**config.mk**
```make
export PLATFORM = sky130hd
export DESIGN_NAME = rtc_bus_driver
export DESIGN_NICKNAME = d
export VERILOG_FILES = /design/src/rtl/rtc_bus_driver.sv
export SDC_FILE = /design/constraint.sdc
export NUM_CORES = 1
export LEC_CHECK = 0
export BUFFER_PORTS_ARGS = -buffer_cell sky130_fd_sc_hd__buf_2
export CORE_ASPECT_RATIO = 2
export CORE_MARGIN = 3
export CORE_UTILIZATION = 52
export DETAILED_ROUTE_END_ITERATION = 7
export HOLD_SLACK_MARGIN = 0.15
export PLACE_DENSITY = 0.84
export SLEW_MARGIN = 5
export SYNTH_ARGS = -nofsm -noshare
export SYNTH_HDL_FRONTEND = slang
export SYNTH_SLANG_ARGS = --single-unit
```
**constraint.sdc**
```tcl
create_clock -name clk -period 2.7 [get_ports clk]
set_input_delay 0.27 -clock clk [delete_from_list [all_inputs] [get_ports clk]]
set_output_delay 0.27 -clock clk [all_outputs]
set_load 0.02 [all_outputs]
```
**src/rtl/rtc_bus_driver.sv**
```systemverilog
// rtc_bus_driver: single-phase command executor for the RTC multiplexed address/data bus
// Ports: clk/reset (async, active-high); cmd_valid/cmd_ready/cmd_wr/cmd_ad/cmd_data command handshake;
// cs_n/rd_n/wr_n/ad_n strobes, data_o/data_oe/data_i bus data; rd_data/rd_valid read result; done completion.
// Optional: define RTC_BUS_XACT_COUNT_EN to add xact_count[15:0], a wrapping count of done pulses.
module rtc_bus_driver #(
  parameter int unsigned T_SETUP = 2,
  parameter int unsigned T_PULSE = 4,
  parameter int unsigned T_HOLD = 2,
  parameter int unsigned T_RECOV = 3
) (
  input  logic       clk,
  input  logic       reset,
  input  logic       cmd_valid,
  output logic       cmd_ready,
  input  logic       cmd_wr,
  input  logic       cmd_ad,
  input  logic [7:0] cmd_data,
  output logic       cs_n,
  output logic       rd_n,
  output logic       wr_n,
  output logic       ad_n,
  output logic [7:0] data_o,
  output logic       data_oe,
  input  logic [7:0] data_i,
  output logic [7:0] rd_data,
  output logic       rd_valid,
  output logic       done
`ifdef RTC_BUS_XACT_COUNT_EN
  ,
  output logic [15:0] xact_count
`endif
);
  localparam logic [7:0] L_SETUP = T_SETUP == 0 ? 8'd1 : 8'(T_SETUP);
  localparam logic [7:0] L_PULSE = T_PULSE == 0 ? 8'd1 : 8'(T_PULSE);
  localparam logic [7:0] L_HOLD = T_HOLD == 0 ? 8'd1 : 8'(T_HOLD);
  localparam logic [7:0] L_RECOV = T_RECOV == 0 ? 8'd1 : 8'(T_RECOV);
  typedef enum logic [2:0] {IDLE, SETUP, STROBE, HOLD, RECOV} state_t;
  state_t state, state_n;
  logic [7:0] cnt, cnt_n, ld, ld_n;
  logic lw, la, lw_n, la_n, acc, last, act, wstb, rstb, drive, rdp, fin;
  assign cmd_ready = state == IDLE;
  always_comb begin
    acc = cmd_valid && state == IDLE;
    last = cnt == 8'd0;
    lw_n = acc ? cmd_wr : lw;
    la_n = acc ? cmd_ad : la;
    ld_n = acc ? cmd_data : ld;
    state_n = state;
    cnt_n = last ? 8'd0 : cnt - 8'd1;
    case (state)
      IDLE:   if (acc) begin state_n = SETUP; cnt_n = L_SETUP - 8'd1; end
      SETUP:  if (last) begin state_n = STROBE; cnt_n = L_PULSE - 8'd1; end
      STROBE: if (last) begin state_n = HOLD; cnt_n = L_HOLD - 8'd1; end
      HOLD:   if (last) begin state_n = RECOV; cnt_n = L_RECOV - 8'd1; end
      RECOV:  if (last) state_n = IDLE;
      default: state_n = IDLE;
    endcase
    // outputs are registered, so they are derived from the state being entered
    act = state_n == SETUP || state_n == STROBE || state_n == HOLD;
    // address latching is always a write strobe, even for a read command
    wstb = state_n == STROBE && (lw_n || !la_n);
    rstb = state_n == STROBE && !lw_n && la_n;
    drive = act && (lw_n || !la_n);
    rdp = !lw && la;
    fin = state == RECOV && last;
  end
  always_ff @(posedge clk or posedge reset) begin
    if (reset) begin
      state <= IDLE;
      cnt <= 8'd0;
      lw <= 1'b0;
      la <= 1'b0;
      ld <= 8'd0;
      cs_n <= 1'b1;
      rd_n <= 1'b1;
      wr_n <= 1'b1;
      ad_n <= 1'b1;
      data_o <= 8'd0;
      data_oe <= 1'b0;
      rd_data <= 8'd0;
      rd_valid <= 1'b0;
      done <= 1'b0;
    end else begin
      state <= state_n;
      cnt <= cnt_n;
      lw <= lw_n;
      la <= la_n;
      ld <= ld_n;
      cs_n <= !act;
      rd_n <= !rstb;
      wr_n <= !wstb;
      ad_n <= act ? la_n : 1'b1;
      data_o <= drive ? ld_n : 8'd0;
      data_oe <= drive;
      if (state == STROBE && last && rdp) rd_data <= data_i;
      rd_valid <= fin && rdp;
      done <= fin;
    end
  end
`ifdef RTC_BUS_XACT_COUNT_EN
  always_ff @(posedge clk or posedge reset) begin
    if (reset) xact_count <= 16'd0;
    else if (fin) xact_count <= xact_count + 16'd1;
  end
`endif
endmodule

```
==> results of run 1 <==
==> cell usage after synthesis, types with 2 or more instances <==
cell type	n
buf_6	3
nand2b_1	2
or3_1	3
nor2b_1	2
buf_2	2
mux2_4	8
nand4_1	2
nor2_1	6
nand2_1	3
o31ai_1	2
nor3b_1	3
or3_2	2
or4_1	2
clkbuf_1	2
xnor2_1	3
inv_1	6
nor4b_1	8
a21oi_1	3
nor3_1	5
dfrtp_1	40
o21ai_0	4
dfstp_2	4
ha_1	2
mux2_2	10
==> cells by family (layout without fill, tap and decap cells) <==
| family | count (synthesis) | in the layout | share of synthesized area (%) |
|---|---|---|---|
| and+or+nand+nor | 46 | 46 | 16.3 |
| AOI/OAI and AO/OA | 17 | 17 | 6.09 |
| adders and majority gates | 2 | 2 | 1.31 |
| muxes | 19 | 19 | 12.7 |
| xor gates and xnor gates | 3 | 3 | 1.38 |
| buffers and inverters | 14 | 65 | 4.26 |
| DFF | 44 | 44 | 57.9 |
==> what timing repair did <==
| item | in CTS | in global routing |
|---|---|---|
| endpoints found under the hold margin | 17 | 0 |
| resized for setup | 0 | 0 |
| hold buffers | 1 | 0 |
==> power breakdown <==
group | internal [W] | total (W) | leakage, nW | switching, W
Combinational | 0.000463 | 0.00101 | 0.513 | 0.000550
Sequential | 0.000927 | 0.00109 | 0.531 | 0.000161
Clock | 0.000274 | 0.000489 | 0.0552 | 0.000214
==> per-stage QoR <==
step | utilization, % | hold slack, ns
2_1_floorplan | - | 0.419
3_3_place_gp | 63.0 | 0.369
3_5_place_dp | 63.0 | 0.391
4_1_cts | 66.4 | 0.194
5_1_grt | 66.4 | 0.187
6_report | 66.4 | 0.199
==> layout make-up <==
class,count,area share [%]
tap,48,2.62
clock buffer,6,3.16
timing repair buffer,51,12.0
inverter,6,0.982
clock inverter,2,1.53
sequential,44,48.2
multi-input combinational,87,31.5
==> path summary, 6_finish.rpt <==
path | endpoint | startpoint | slack [ns]
max | rd_data[1] | cnt[0] | 0.26
min | rd_data[5] | data_i[5] | 0.20
max reg2reg | rd_data[1] | cnt[0] | 0.26
min reg2reg | ld[0] | ld[0] | 0.50
max in group asynchronous | rd_n | reset | 1.26
min in group asynchronous | rd_data[2] | reset | 0.60
==> critical path: stages (launching register included) <==
cell     delay [ns]
dfrtp_1        0.43
inv_1          0.10
ha_1           0.17
or3b_2         0.48
or4b_1         0.77
mux2_4         0.39
==> routing by layer <==
layer,wire (um),track usage [%]
met1,1440,20.0
met2,2170,34.9
met3,219,5.85
met4,77,9.26
met5,0,0
==> sequential cells by signal, indices dropped and copies added, names as in the netlist, 3 cells and up <==
name and flops:
cnt 8, data_o 8, ld 8, rd_data 8
state 3
==> impl_metrics.json, run 1 <==
{
  "status": "completed",
  "rsz0062_at_grt": "no",
  "top_level_ports": 45,
  "cp-start-kind": "flop",
  "cts_setup_buffers": 0,
  "pre_cts_slack_ns": 0.257,
  "grt_pass1_wl_um": 6610,
  "final-instance-count-excl-fill": 244,
  "synth-seq-area-share_pct": 57.9,
  "ys_warn_count": 0,
  "fin_setup_tns_ns": 0,
  "ctsHtreeMaxLevel": 2,
  "synth_cell_types": 42,
  "vias": 1355,
  "fp.dieH_um": 91.7,
  "rr_worst_depth": 5,
  "powerDensity_mw_per_mm2": 1130,
  "endpoint_kind": "flop",
  "synth_flop_cell": "dfrtp_1",
  "max-vdd-ir-drop_mv": 0.864,
  "rows": 30,
  "die_x_um": 48.8,
  "slew_headroom_pct": 56.4,
  "critPathRequiredTime_ns": 2.88,
  "clk_latency_ns": 0.30,
  "period_needed_ns": 2.44,
  "initial_utilization_pct": 55.3,
  "final_hold_viol_count": 0,
  "cts_tree": "yes",
  "regArea_mm2": 0.00111,
  "final_cell_area_mm2": 0.00229,
  "grt_overflow": 0,
  "grt_max_degree": 28,
  "synth_top_area_share_pct": 52.4,
  "multiInputGateArea_um2": 722,
  "antenna_found_initial": 0,
  "fin_ws_ns": 0.256,
  "drv_cap": 0,
  "dp_cells": 235,
  "fmax_mhz": 409,
  "worstPathMaxFanout": 8,
  "antenna_left": 0,
  "syn-cell-area_mm2": 0.00191,
  "area_growth_syn_to_layout_pct": 20.1,
  "cts-root-buf": "clkbuf_8",
  "dp_hpwl_um": 2940,
  "totalPowerFinal_w": 0.00259,
  "synth_edf_count": 0,
  "place_area_mm2": 0.00218,
  "fin_crit_sh_pct": 90.5,
  "grt_pass1_vias": 1456,
  "clock-skew-final_ns": 0.00775,
  "wl_per_cell_um": 16.0,
  "cts_buffer_depth": 2,
  "worstMarginPinSlew_ns": 0.654,
  "async_reset_ff_share_pct": 100,
  "clk_pin_slew_ns": 0.08,
  "dr.pass1.iters": 4,
  "yosys.area.top_type": "dfrtp_1",
  "synth-seq-cells": 44,
  "drive_above_1_share_pct": 42.9,
  "die-area_mm2": 0.00448,
  "arrival_ns": 2.63,
  "grt_usage_pct": 19.4,
  "portBuffers": 44,
  "setup_viol": 0,
  "syn_inst": 145,
  "wirelength_um": 3910,
  "holdPathStages": 2,
  "cts_sinks": 44,
  "nNetsFinal": 218,
  "most-common-layout-cells": "buf_2, dfrtp_1, mux2_2",
  "gp_congestion": 0.805,
  "path_class": "flop to flop",
  "num-fill-cells": 275,
  "drt_iter0_drc": 31,
  "p_leak_nw": 1.10,
  "cts_buffers": 5,
  "core-area_mm2": 0.00345,
  "ys_top_cells_by_area": "dfrtp_1, mux2_4, mux2_2, dfstp_2, nor4b_1",
  "syn_nets": 168,
  "drv_slew": 0,
  "vias_per_cell": 5.55,
  "hp-class": "input port to flop",
  "final_common_cell": "buf_2",
  "syn_avg_cell_area_um2": 13.2,
  "diodes": 0,
  "drc_errors": 0
}
Power figures use the tool's default switching activity.
==> run 2: changes to the inputs <==
--- a/config.mk
+++ b/config.mk
@@ -6,9 +6,11 @@
 export NUM_CORES = 1
 export LEC_CHECK = 0
 export BUFFER_PORTS_ARGS = -buffer_cell sky130_fd_sc_hd__buf_2
-export CORE_ASPECT_RATIO = 2
+export CELL_PAD_IN_SITES_DETAIL_PLACEMENT = 1
+export CELL_PAD_IN_SITES_GLOBAL_PLACEMENT = 2
+export CORE_ASPECT_RATIO = 0.7
 export CORE_MARGIN = 3
-export CORE_UTILIZATION = 52
+export CORE_UTILIZATION = 35
 export DETAILED_ROUTE_END_ITERATION = 7
 export HOLD_SLACK_MARGIN = 0.15
 export PLACE_DENSITY = 0.84
==> run 2 against run 1 <==
- via count increased by 0.44%
- final area increased by 1.7%
- flip-flop and latch count unchanged
- fmax decreased by 0.44%
- largest power group unchanged
- critical path depth unchanged
- core utilization decreased by 20 points
- global-route usage decreased by 4.0 points
- cell count increased by 8.6%
- sequential power about the same
- clock skew increased by 0.0022 ns
- register-to-register slack about the same
==> impl_metrics.json, run 2 (same netlist as run 1, synthesis figures left out) <==
{
  "antenna_left": 0,
  "wirelength_um": 4450,
  "final_hold_viol_count": 0,
  "area_growth_syn_to_layout_pct": 22.2,
  "nNetsFinal": 218,
  "cp-start-kind": "flop",
  "cp_num_buf_inv": 1,
  "vias_per_cell": 5.14,
  "grt_pass1_vias": 1424,
  "antenna_found_initial": 0,
  "worstPathMaxFanout": 8,
  "diodes": 0,
  "grt_pass1_wl_um": 7260,
  "cpMaxStageDelayCell": "or4b_1",
  "top_level_ports": 45,
  "cts_setup_buffers": 0,
  "slew_headroom_pct": 64.3,
  "path_class": "flop to flop",
  "p_leak_nw": 1.10,
  "dp_hpwl_um": 3390,
  "drt_iter0_drc": 57,
  "drv_cap": 0,
  "cts_buffer_depth": 2,
  "drc_errors": 0,
  "path_cells": "inv_1, ha_1, or3b_2, or4b_1, mux2_4",
  "powerDensity_mw_per_mm2": 1140,
  "drive_above_1_share_pct": 43.4,
  "critPathRequiredTime_ns": 2.89,
  "cp_top_family": "simple AND/OR/NAND/NOR gates",
  "fmax_mhz": 407,
  "clk_pin_slew_ns": 0.08,
  "grt_max_degree": 45,
  "most-common-layout-cells": "buf_2, dfrtp_1, mux2_2",
  "worstMarginPinSlew_ns": 0.536,
  "fin_crit_sh_pct": 90.9,
  "rows": 21,
  "clk_latency_ns": 0.30,
  "final_common_cell": "buf_2",
  "totalPowerFinal_w": 0.00266,
  "cpPeakStageDelay_ns": 0.79,
  "initial_utilization_pct": 38.0,
  "die-area_mm2": 0.00639,
  "endpoint_kind": "flop",
  "drv_slew": 0,
  "whs_ns": 0.191,
  "status": "completed",
  "cts-root-buf": "clkbuf_8",
  "wl_per_cell_um": 16.8,
  "ctsHtreeMaxLevel": 2,
  "clock-skew-final_ns": 0.00993,
  "fin_setup_tns_ns": 0,
  "grt_usage_pct": 15.4,
  "grt_overflow": 0,
  "arrival_ns": 2.65,
  "cts_buffers": 5,
  "cts_tree": "yes",
  "die_x_um": 94.3,
  "final-instance-count-excl-fill": 265,
  "hp-class": "input port to flop",
  "dr.pass1.iters": 4,
  "dp_cells": 256,
  "setup_viol": 0,
  "vias": 1361,
  "gp_congestion": 0.846,
  "core-area_mm2": 0.00502,
  "portBuffers": 44,
  "period_needed_ns": 2.46,
  "rsz0062_at_grt": "no",
  "max-vdd-ir-drop_mv": 0.425,
  "cts_sinks": 44,
  "fp.dieH_um": 67.8
}
-- run 2: cell counts in the layout (fill, tap and decap cells not counted) --
Identical to the previous run, type by type.
-- run 2: routing by layer --
metal / GRT usage, % / share of wire, %
met5: 0 / 0
met4: 7.03 / 1.8
met3: 3.67 / 6.5
met2: 23.6 / 46
met1: 20.8 / 46
-- run 2: timing repair --
item	4_1_cts	5_1_grt
hold endpoints to repair	40	0
resized for setup	0	0
hold buffers	1	0
-- run 2: final cells by class --
class                   count  area, um^2
clock buffers               6        82.6
clock inverters             2        38.8
fillers                   547        2690
inverters                   6        22.5
multi-input cells          87         722
flip-flops and latches     44        1110
well taps                  69        86.3
repair buffers             51         275
-- run 2: metrics by stage --
step                setup slack [ns]  util [%]  cell area (um^2)
finish                         0.245      46.5              2330
detailed placement             0.241      43.9              2200
global placement               0.338      43.9              2200
floorplan                      0.539         -              1910
CTS                            0.252      46.5              2330
global route                   0.137      46.5              2330
-- run 2: worst paths after layout --
path	from	endpoint	slack (ns)	depth (start not counted)
hold / removal	data_i[3]	rd_data[3]	0.19	2
max in group asynchronous	reset	rd_n	1.66	4
setup / recovery	cnt[0]	rd_data[4]	0.24	5
min in group asynchronous	reset	lw	0.65	4
setup reg to reg	cnt[0]	rd_data[4]	0.24	5
hold reg to reg	ld[3]	ld[3]	0.50	1
-- run 2: worst register-to-register path, cell delays in order, from the launching register on --
cell,delay [ns]
dfrtp_1,0.43
inv_1,0.11
ha_1,0.17
or3b_2,0.48
or4b_1,0.79
mux2_4,0.39
-- run 2: power breakdown --
group	switching (W)	internal, W	leakage, nW
logic	0.000577	0.000463	0.513
registers	0.000168	0.000927	0.531
clock network	0.000226	0.000302	0.0614
total	0.000970	0.00169	1.10
==> run 3: changes to the inputs <==
--- a/config.mk
+++ b/config.mk
@@ -7,10 +7,10 @@
 export LEC_CHECK = 0
 export BUFFER_PORTS_ARGS = -buffer_cell sky130_fd_sc_hd__buf_2
 export CELL_PAD_IN_SITES_DETAIL_PLACEMENT = 1
-export CELL_PAD_IN_SITES_GLOBAL_PLACEMENT = 2
+export CELL_PAD_IN_SITES_GLOBAL_PLACEMENT = 1
 export CORE_ASPECT_RATIO = 0.7
 export CORE_MARGIN = 3
-export CORE_UTILIZATION = 35
+export CORE_UTILIZATION = 42
 export DETAILED_ROUTE_END_ITERATION = 7
 export HOLD_SLACK_MARGIN = 0.15
 export PLACE_DENSITY = 0.84
==> run 3 against run 2 <==
- die area fell by 15%
- worst hold slack improved by 0.019 ns
- routed wire length increased by 1.8%
- critical path depth did not move
- worst setup slack worse by 0.027 ns
- via count down 2.9%
- sequential share of layout area grew 0.83 points
- global-route usage rose by 2.8 points
- critical path type unchanged
- largest power group unchanged
==> impl_metrics.json, run 3 (same netlist as run 1, synthesis figures left out) <==
{
  "cts_sinks": 44,
  "slew_headroom_pct": 63.4,
  "cts_resized": 0,
  "fin_crit_sh_pct": 91.9,
  "period_needed_ns": 2.48,
  "max-vdd-ir-drop_mv": 0.646,
  "clk_pin_slew_ns": 0.07,
  "cts_tree": "yes",
  "holdPathEnd": "rd_data[5]",
  "dp_hpwl_um": 3320,
  "dp_cells": 239,
  "totalPowerFinal_w": 0.00262,
  "vias": 1322,
  "initial_utilization_pct": 46.2,
  "clk_latency_ns": 0.29,
  "hold_buffers": 1,
  "grt_pass1_wl_um": 7540,
  "rows": 19,
  "area_growth_syn_to_layout_pct": 20.1,
  "wl_per_cell_um": 18.3,
  "fin_setup_tns_ns": 0,
  "drv_cap": 0,
  "worstPathMaxFanout": 8,
  "cts-root-buf": "clkbuf_8",
  "grt_pass1_vias": 1428,
  "drive_above_1_share_pct": 42.6,
  "r2r_slack_ns": 0.22,
  "p_leak_nw": 1.09,
  "vias_per_cell": 5.35,
  "antenna_left": 0,
  "gp_congestion": 0.880,
  "r2r_end": "rd_data[4]",
  "ctsHtreeMaxLevel": 2,
  "drt_iter0_drc": 49,
  "final_util_pct": 55.4,
  "cp-start-kind": "flop",
  "die-area_mm2": 0.00540,
  "core-area_mm2": 0.00414,
  "hp-class": "input port to flop",
  "holdPathStages": 2,
  "grt_overflow": 0,
  "nNetsFinal": 218,
  "diodes": 0,
  "crit_start": "cnt[0]",
  "dr.pass1.iters": 4,
  "powerDensity_mw_per_mm2": 1140,
  "cts_buffer_depth": 2,
  "arrival_ns": 2.65,
  "die_x_um": 86.6,
  "min_from": "data_i[5]",
  "setup_viol": 0,
  "status": "completed",
  "drc_errors": 0,
  "final-instance-count-excl-fill": 247,
  "antenna_found_initial": 0,
  "worstMarginPinSlew_ns": 0.549,
  "wirelength_um": 4530,
  "endpoint_kind": "flop",
  "grt_usage_pct": 18.2,
  "final_hold_viol_count": 0,
  "fp.dieH_um": 62.4,
  "most-common-layout-cells": "buf_2, dfrtp_1, mux2_2",
  "clock-skew-final_ns": 0.00629,
  "path_class": "flop to flop",
  "portBuffers": 44,
  "top_level_ports": 45,
  "regArea_mm2": 0.00111,
  "num-fill-cells": 459,
  "cts_setup_buffers": 0,
  "cts_buffers": 5,
  "fin_ws_ns": 0.218,
  "critPathRequiredTime_ns": 2.87,
  "rsz0062_at_grt": "no",
  "rr_worst_depth": 5,
  "r2r-start": "cnt[0]",
  "final_common_cell": "buf_2",
  "pre_cts_slack_ns": 0.245,
  "grt_max_degree": 45,
  "drv_slew": 0,
  "multiInputGateArea_um2": 722,
  "fmax_mhz": 403
}
==> run 3: cell count changes in the layout (fill, tap and decap cells not counted), sizes merged <==
cell	delta
clkinv	-1
==> run 3: area by class of cell <==
type / count / area share [%]
Clock buffer: 6 / 3.16
Clock inverter: 1 / 1.31
Inverter: 6 / 0.982
Multi-Input combinational cell: 87 / 31.5
Sequential cell: 44 / 48.2
Tap cell: 52 / 2.84
Timing Repair Buffer: 51 / 12.0
==> run 3: per-stage QoR <==
step                hold WS [ns]  cell area, um^2
detailed placement         0.441             2180
floorplan                  0.419             1910
CTS                        0.205             2290
global route               0.192             2290
finish                     0.210             2290
global placement           0.426             2180
==> run 3: worst max-delay path by stage <==
stage                            end  slack [ns]  depth (start not counted)
after global routing      rd_data[1]        0.16                          5
after global placement    rd_data[6]        0.35                          5
after CTS                 rd_data[3]        0.22                          5
after detailed placement  rd_data[4]        0.25                          5
final                     rd_data[4]        0.22                          5
after floorplan           rd_data[0]        0.54                          6
==> run 3: critical path, stage by stage (launching register included) <==
cell	delay (ns)
dfrtp_1	0.43
inv_1	0.11
ha_1	0.17
or3b_2	0.49
or4b_1	0.78
mux2_4	0.39
==> run 3: report_power, final <==
part           leakage [nW]  internal [W]  switching (W)  total, W
clock network        0.0513      0.000271       0.000204  0.000476
logic                 0.513      0.000465       0.000586   0.00105
registers             0.531      0.000928       0.000165   0.00109
total                  1.09       0.00166       0.000955   0.00262
==> run 3: per-layer routing <==
layer	up-vias	share of wire, %	track usage, %	wire [um]
li1	623	-	-	-
met1	667	45	23.6	2030
met2	27	50	30.9	2270
met3	5	4.3	4.61	196
met4	0	0.73	3.50	33
met5	-	0	0	0
